[config.mk]
export PLATFORM = sky130hd
export DESIGN_NAME = fetch_unit
export DESIGN_NICKNAME = d
export VERILOG_FILES = /design/src/rtl/fetch_unit.sv
export SDC_FILE = /design/constraint.sdc
export NUM_CORES = 1
export LEC_CHECK = 0
export ABC_AREA = 1
export ABC_CLOCK_PERIOD_IN_PS = 2800
export CAP_MARGIN = 20
export CORE_ASPECT_RATIO = 1.25
export CORE_MARGIN = 2
export CORE_UTILIZATION = 40
export CTS_CLUSTER_DIAMETER = 200
export DETAILED_ROUTE_END_ITERATION = 7
export GPL_TIMING_DRIVEN = 0
export PLACE_DENSITY = 0.77
export REMOVE_ABC_BUFFERS = 1
export SLEW_MARGIN = 20
export SYNTH_ARGS = -nofsm -noshare
export SYNTH_HDL_FRONTEND = slang
export SYNTH_SLANG_ARGS = --single-unit
[constraint.sdc]
create_clock -name clk -period 2.8 [get_ports clk]
set_input_delay 0.28 -clock clk [delete_from_list [all_inputs] [get_ports clk]]
set_output_delay 0.28 -clock clk [all_outputs]
set_load 0.005 [all_outputs]
[src/rtl/fetch_unit.sv]
// Instruction-fetch stage: owns the PC, fetches over a req/gnt/rvalid memory
// interface and holds each instruction for the decoder under valid/ready.
module fetch_unit #(
  parameter logic [31:0] RESET_PC     = 32'h0000_0000,
  parameter int          WAIT_TIMEOUT = 255
) (
  input  logic        clk,
  input  logic        reset,
  output logic        imem_req,
  output logic [31:0] imem_addr,
  input  logic        imem_gnt,
  input  logic        imem_rvalid,
  input  logic [31:0] imem_rdata,
  output logic [31:0] instr,
  output logic [6:0]  op,
  output logic [2:0]  funct3,
  output logic        funct7b5,
  output logic [31:0] pc,
  output logic [31:0] pc_plus4,
  output logic        instr_valid,
  input  logic        instr_ready,
  input  logic        PCSrc,
  input  logic [31:0] ImmExt,
  output logic        fetch_err
);

  typedef enum logic [1:0] {
    S_REQ  = 2'd0,
    S_WAIT = 2'd1,
    S_HOLD = 2'd2,
    S_ERR  = 2'd3
  } state_t;

  localparam logic [7:0] LAST_WAIT = 8'(WAIT_TIMEOUT - 1);

  state_t      state_r, state_s;
  logic [31:0] pc_r, pc_s;
  logic [31:0] instr_r, instr_s;
  logic        valid_r, valid_s;
  logic        err_r, err_s;
  logic [7:0]  cnt_r, cnt_s;
  logic [31:0] target_s;

  assign target_s = PCSrc ? (pc_r + ImmExt) : (pc_r + 32'd4);

  // Next-state and next-value logic for every register in the stage.
  always_comb begin
    state_s = state_r;
    pc_s    = pc_r;
    instr_s = instr_r;
    valid_s = valid_r;
    err_s   = err_r;
    cnt_s   = cnt_r;
    case (state_r)
      S_REQ: begin
        valid_s = 1'b0;
        if (imem_gnt) begin
          state_s = S_WAIT;
          cnt_s   = 8'd0;
        end else begin
          state_s = S_REQ;
        end
      end
      S_WAIT: begin
        cnt_s = cnt_r + 8'd1;
        // A response on the final allowed cycle still beats the timeout.
        if (imem_rvalid) begin
          instr_s = imem_rdata;
          valid_s = 1'b1;
          state_s = S_HOLD;
        end else if (cnt_r == LAST_WAIT) begin
          state_s = S_ERR;
          err_s   = 1'b1;
        end else begin
          state_s = S_WAIT;
        end
      end
      S_HOLD: begin
        if (valid_r && instr_ready) begin
          valid_s = 1'b0;
          if (target_s[1:0] != 2'b00) begin
            state_s = S_ERR;
            err_s   = 1'b1;
          end else begin
            pc_s    = target_s;
            state_s = S_REQ;
          end
        end else begin
          state_s = S_HOLD;
        end
      end
      S_ERR: begin
        valid_s = 1'b0;
        err_s   = 1'b1;
      end
      default: begin
        state_s = S_ERR;
        valid_s = 1'b0;
        err_s   = 1'b1;
      end
    endcase
  end

  // State and datapath registers with synchronous reset.
  always_ff @(posedge clk) begin
    if (reset) begin
      state_r <= S_REQ;
      pc_r    <= RESET_PC;
      instr_r <= 32'h0000_0000;
      valid_r <= 1'b0;
      err_r   <= 1'b0;
      cnt_r   <= 8'd0;
    end else begin
      state_r <= state_s;
      pc_r    <= pc_s;
      instr_r <= instr_s;
      valid_r <= valid_s;
      err_r   <= err_s;
      cnt_r   <= cnt_s;
    end
  end

  assign imem_req    = (state_r == S_REQ);
  assign imem_addr   = pc_r;
  assign pc          = pc_r;
  assign pc_plus4    = pc_r + 32'd4;
  assign instr       = instr_r;
  assign op          = instr_r[6:0];
  assign funct3      = instr_r[14:12];
  assign funct7b5    = instr_r[30];
  assign instr_valid = valid_r;
  assign fetch_err   = err_r;

endmodule

==> results of run 1 <==
final timing paths:
kind / from / cells after the start / slack [ns] / to
max: imem_addr[10] / 6 / 0.08 / pc_plus4[13]
min: fetch_err / 2 / 0.46 / fetch_err
max reg2reg: imem_addr[2] / 18 / 0.10 / imem_addr[18]
min reg2reg: fetch_err / 2 / 0.46 / fetch_err
metal layers:
metal  vias up  GRT usage, %  wire, um  part of all wire, %
li1       3764             -         -                    -
met1      3419         30.26      9095                   41
met2       286         44.45     10750                   48
met3        58         4.727      1640                  7.3
met4         0         12.17       919                  4.1
met5         -             0         0                    0
cell type report:
type	count	area, sq um	share of cell area, %
Timing Repair Buffer	220	2173	24.30
Tap cell	216	270.3	3.022
Clock buffer	9	225.2	2.519
Inverter	140	531.8	5.947
Clock inverter	7	83.83	0.9375
Multi-Input combinational cell	806	4110	45.96
Sequential cell	76	1543	17.25
Timing Repair inverter	1	5.005	0.05597
power by group:
group | total [mW] | internal (mW) | switching, mW
clock | 1.24 | 0.707 | 0.530
combinational | 0.495 | 0.256 | 0.239
sequential | 1.15 | 1.12 | 0.0250
total | 2.88 | 2.08 | 0.794
placed cells by master (no fill, tap or decap), types with 3 or more instances in the layout:
| cell type | n |
|---|---|
| nand2_1 | 305 |
| nand3_1 | 68 |
| a21oi_1 | 70 |
| ha_1 | 37 |
| xnor2_1 | 12 |
| dfxtp_2 | 11 |
| nor3b_1 | 4 |
| inv_1 | 129 |
| a21o_1 | 3 |
| inv_2 | 3 |
| nor2_2 | 3 |
| nand2_2 | 3 |
| nand3b_1 | 11 |
| buf_4 | 8 |
| nand4_1 | 5 |
| nor3_1 | 25 |
| nor2_1 | 128 |
| o21bai_1 | 8 |
| and3_1 | 3 |
| clkinv_1 | 6 |
| or2_2 | 4 |
| o21ai_1 | 11 |
| nor3_2 | 4 |
| and2_1 | 4 |
| o21ai_0 | 58 |
| a31oi_1 | 3 |
| clkdlybuf4s50_1 | 209 |
| clkbuf_16 | 9 |
| xor2_1 | 17 |
| dfxtp_1 | 63 |
| nor2_4 | 4 |
timing repair:
item,in CTS,in global routing
pin swaps,3,2
endpoints found under the hold margin,0,0
setup buffers,8,1
resized for setup,13,27
hold buffers,0,0
gates cloned,2,0
setup endpoints to repair,35,32
worst register-to-register path, delay by kind of cell (launching register included):
| family | cells | cell delay [ns] |
|---|---|---|
| compound gates | 1 | 0.06 |
| xor+xnor | 1 | 0.30 |
| fa+ha+maj | 1 | 0.24 |
| buf+inv | 8 | 0.75 |
| flops | 1 | 0.41 |
| simple gates | 7 | 0.81 |
flip-flops by register name (all words and copies together), names as in the netlist:
name	flops
fetch_err	1
instr	32
cnt_r	8
state_r	2
instr_valid	1
imem_addr	32
through the flow:
stage | utilization [%] | instance area, sq um | total power, mW
after global routing | 55.64 | 8942 | 3.003
final | 55.64 | 8942 | 2.878
after global placement | 52.54 | 8443 | 1.658
after detailed placement | 52.48 | 8433 | 1.664
after CTS | 55.15 | 8864 | 2.899
after floorplan | - | 6061 | 1.384
logic make-up after synthesis:
group	Yosys count	share of synthesized area (%)
AND/OR/NAND/NOR	579	37.30
flip-flops	76	23.36
XOR/XNOR	30	4.034
buffers and inverters	210	15.02
adder cells (fa/ha/maj)	39	7.607
AO/OA/AOI/OAI	157	12.68
==> impl_metrics.toml, run 1 <==
[outcome]
status = "complete, no violations"

[floorplanning]
die-area_sq_um = 17330
placementRows = 52
die_x_um = 118.1
start_util_pct = 40.53
die_h_um = 146.7
fp.coreArea_sq_um = 16070
io_pins = 212

[worst_setup_path]
path_class = "flip-flop to output port"
path_common_cell = "nor2_1"
cp.buffers_inverters = 1
path_max_fanout = 6
cpLargestDelayFamily = "simple AND/OR/NAND/NOR gates"
start_kind = "flip-flop"
cp_cell_sequence = "nand2_2 > nor2_1 > nand2_1 > nor2_1 > xor2_1 > clkdlybuf4s50_1"
slowest_stage = "clkdlybuf4s50_1"
cp.required_ns = 2.52
end_kind = "output port"
arrival_ns = 2.44
slowest_delay_ns = 0.56

[clocking]
cts_htree_levels = 3
cts_buffers = 9
cts_root_buffer = "clkbuf_16"
insertion_delay_ns = 0.35
clkTransAtPathRegs_ns = 0.07
cts_tree = "yes"
clock_path_buffers = 2
cts_sinks = 76

[layout]
areaGrowthSynthToFinish_pct = 37.28
finalNetCount = 1363
drive_above_1_share_pct = 5.639
stdcell_count = 1475
antennaDiodeCount = 0
nFillCells = 1635

[timing]
drv_slew = 0
whs_ns = 0.4619
worstMarginPinSlew_ns = 0.7343
finalSetupViolCount = 0
setup_slack_ns = 0.07804
setup_tns_ns = 0
fmax_mhz = 367.4
fin_crit_ns = 2.722
skew_ns = 0.006122
slew_headroom_pct = 51.05
rsz0062_at_grt = "true"
timing.final.crit_share_pct = 97.21
hold_viol = 0

[place]
post-place-ws_ns = -0.7788
gp_congestion = 0.9303
post-dp-hpwl_mm = 17.06
portBuffers = 211
place_inst = 1448

[synthesis]
synth_area_per_cell_sq_um = 5.970
ys_ff_latch = 76
synth_commonest_cells = "nand2_1 (308), nor2_1 (132), inv_1 (131)"
synthFlopType = "dfxtp_1"
synth_top_area_share_pct = 23.36
synth_cell_types = 39
synthCells = 1091
syn_area_sq_um = 6514
synth_async_sr_flop_share_pct = 0
synth_top_area_cell = "dfxtp_1"
synth_enable_flop_cells = 0
ys.warnings.count = 0
ys_seq_area_share_pct = 23.36
yosysMostFrequentCell = "nand2_1"
synth_area_leaders = "dfxtp_1 (23%), nand2_1 (18%), nor2_1 (7.6%), inv_1 (7.5%), ha_1 (7.3%)"

[grt]
grt_usage_pct = 25.59
grt_max_degree = 43
gr-total-overflow = 0
antenna_found_initial = 0
grt_first_pass_wirelength_mm = 35.48
grt_pass1_vias = 7080

[flow_run]
cap_violations = 0

[drt]
drc_errors = 0
vias = 7527
viasPerCell = 5.103
drt-initial-drc-count = 645
wire_per_inst_um = 15.19
postRouteAntennaNets = 0
routed_wl_mm = 22.40
first_pass_iters = 5

[pwr]
p_leak_nw = 4.060
vdd_drop_max_uv = 337.3
power_density_nw_per_um2 = 321.9

[worst_hold_path]
hold_path.class = "flip-flop to flip-flop"
Note: power is estimated with default switching activity, not from simulation.
==> run 2: changes to the inputs <==
HOLD_SLACK_MARGIN = 0.05   (was not set)
==> results of run 2 <==
The final DEF is identical to that of run 1; final timing and power are the same.
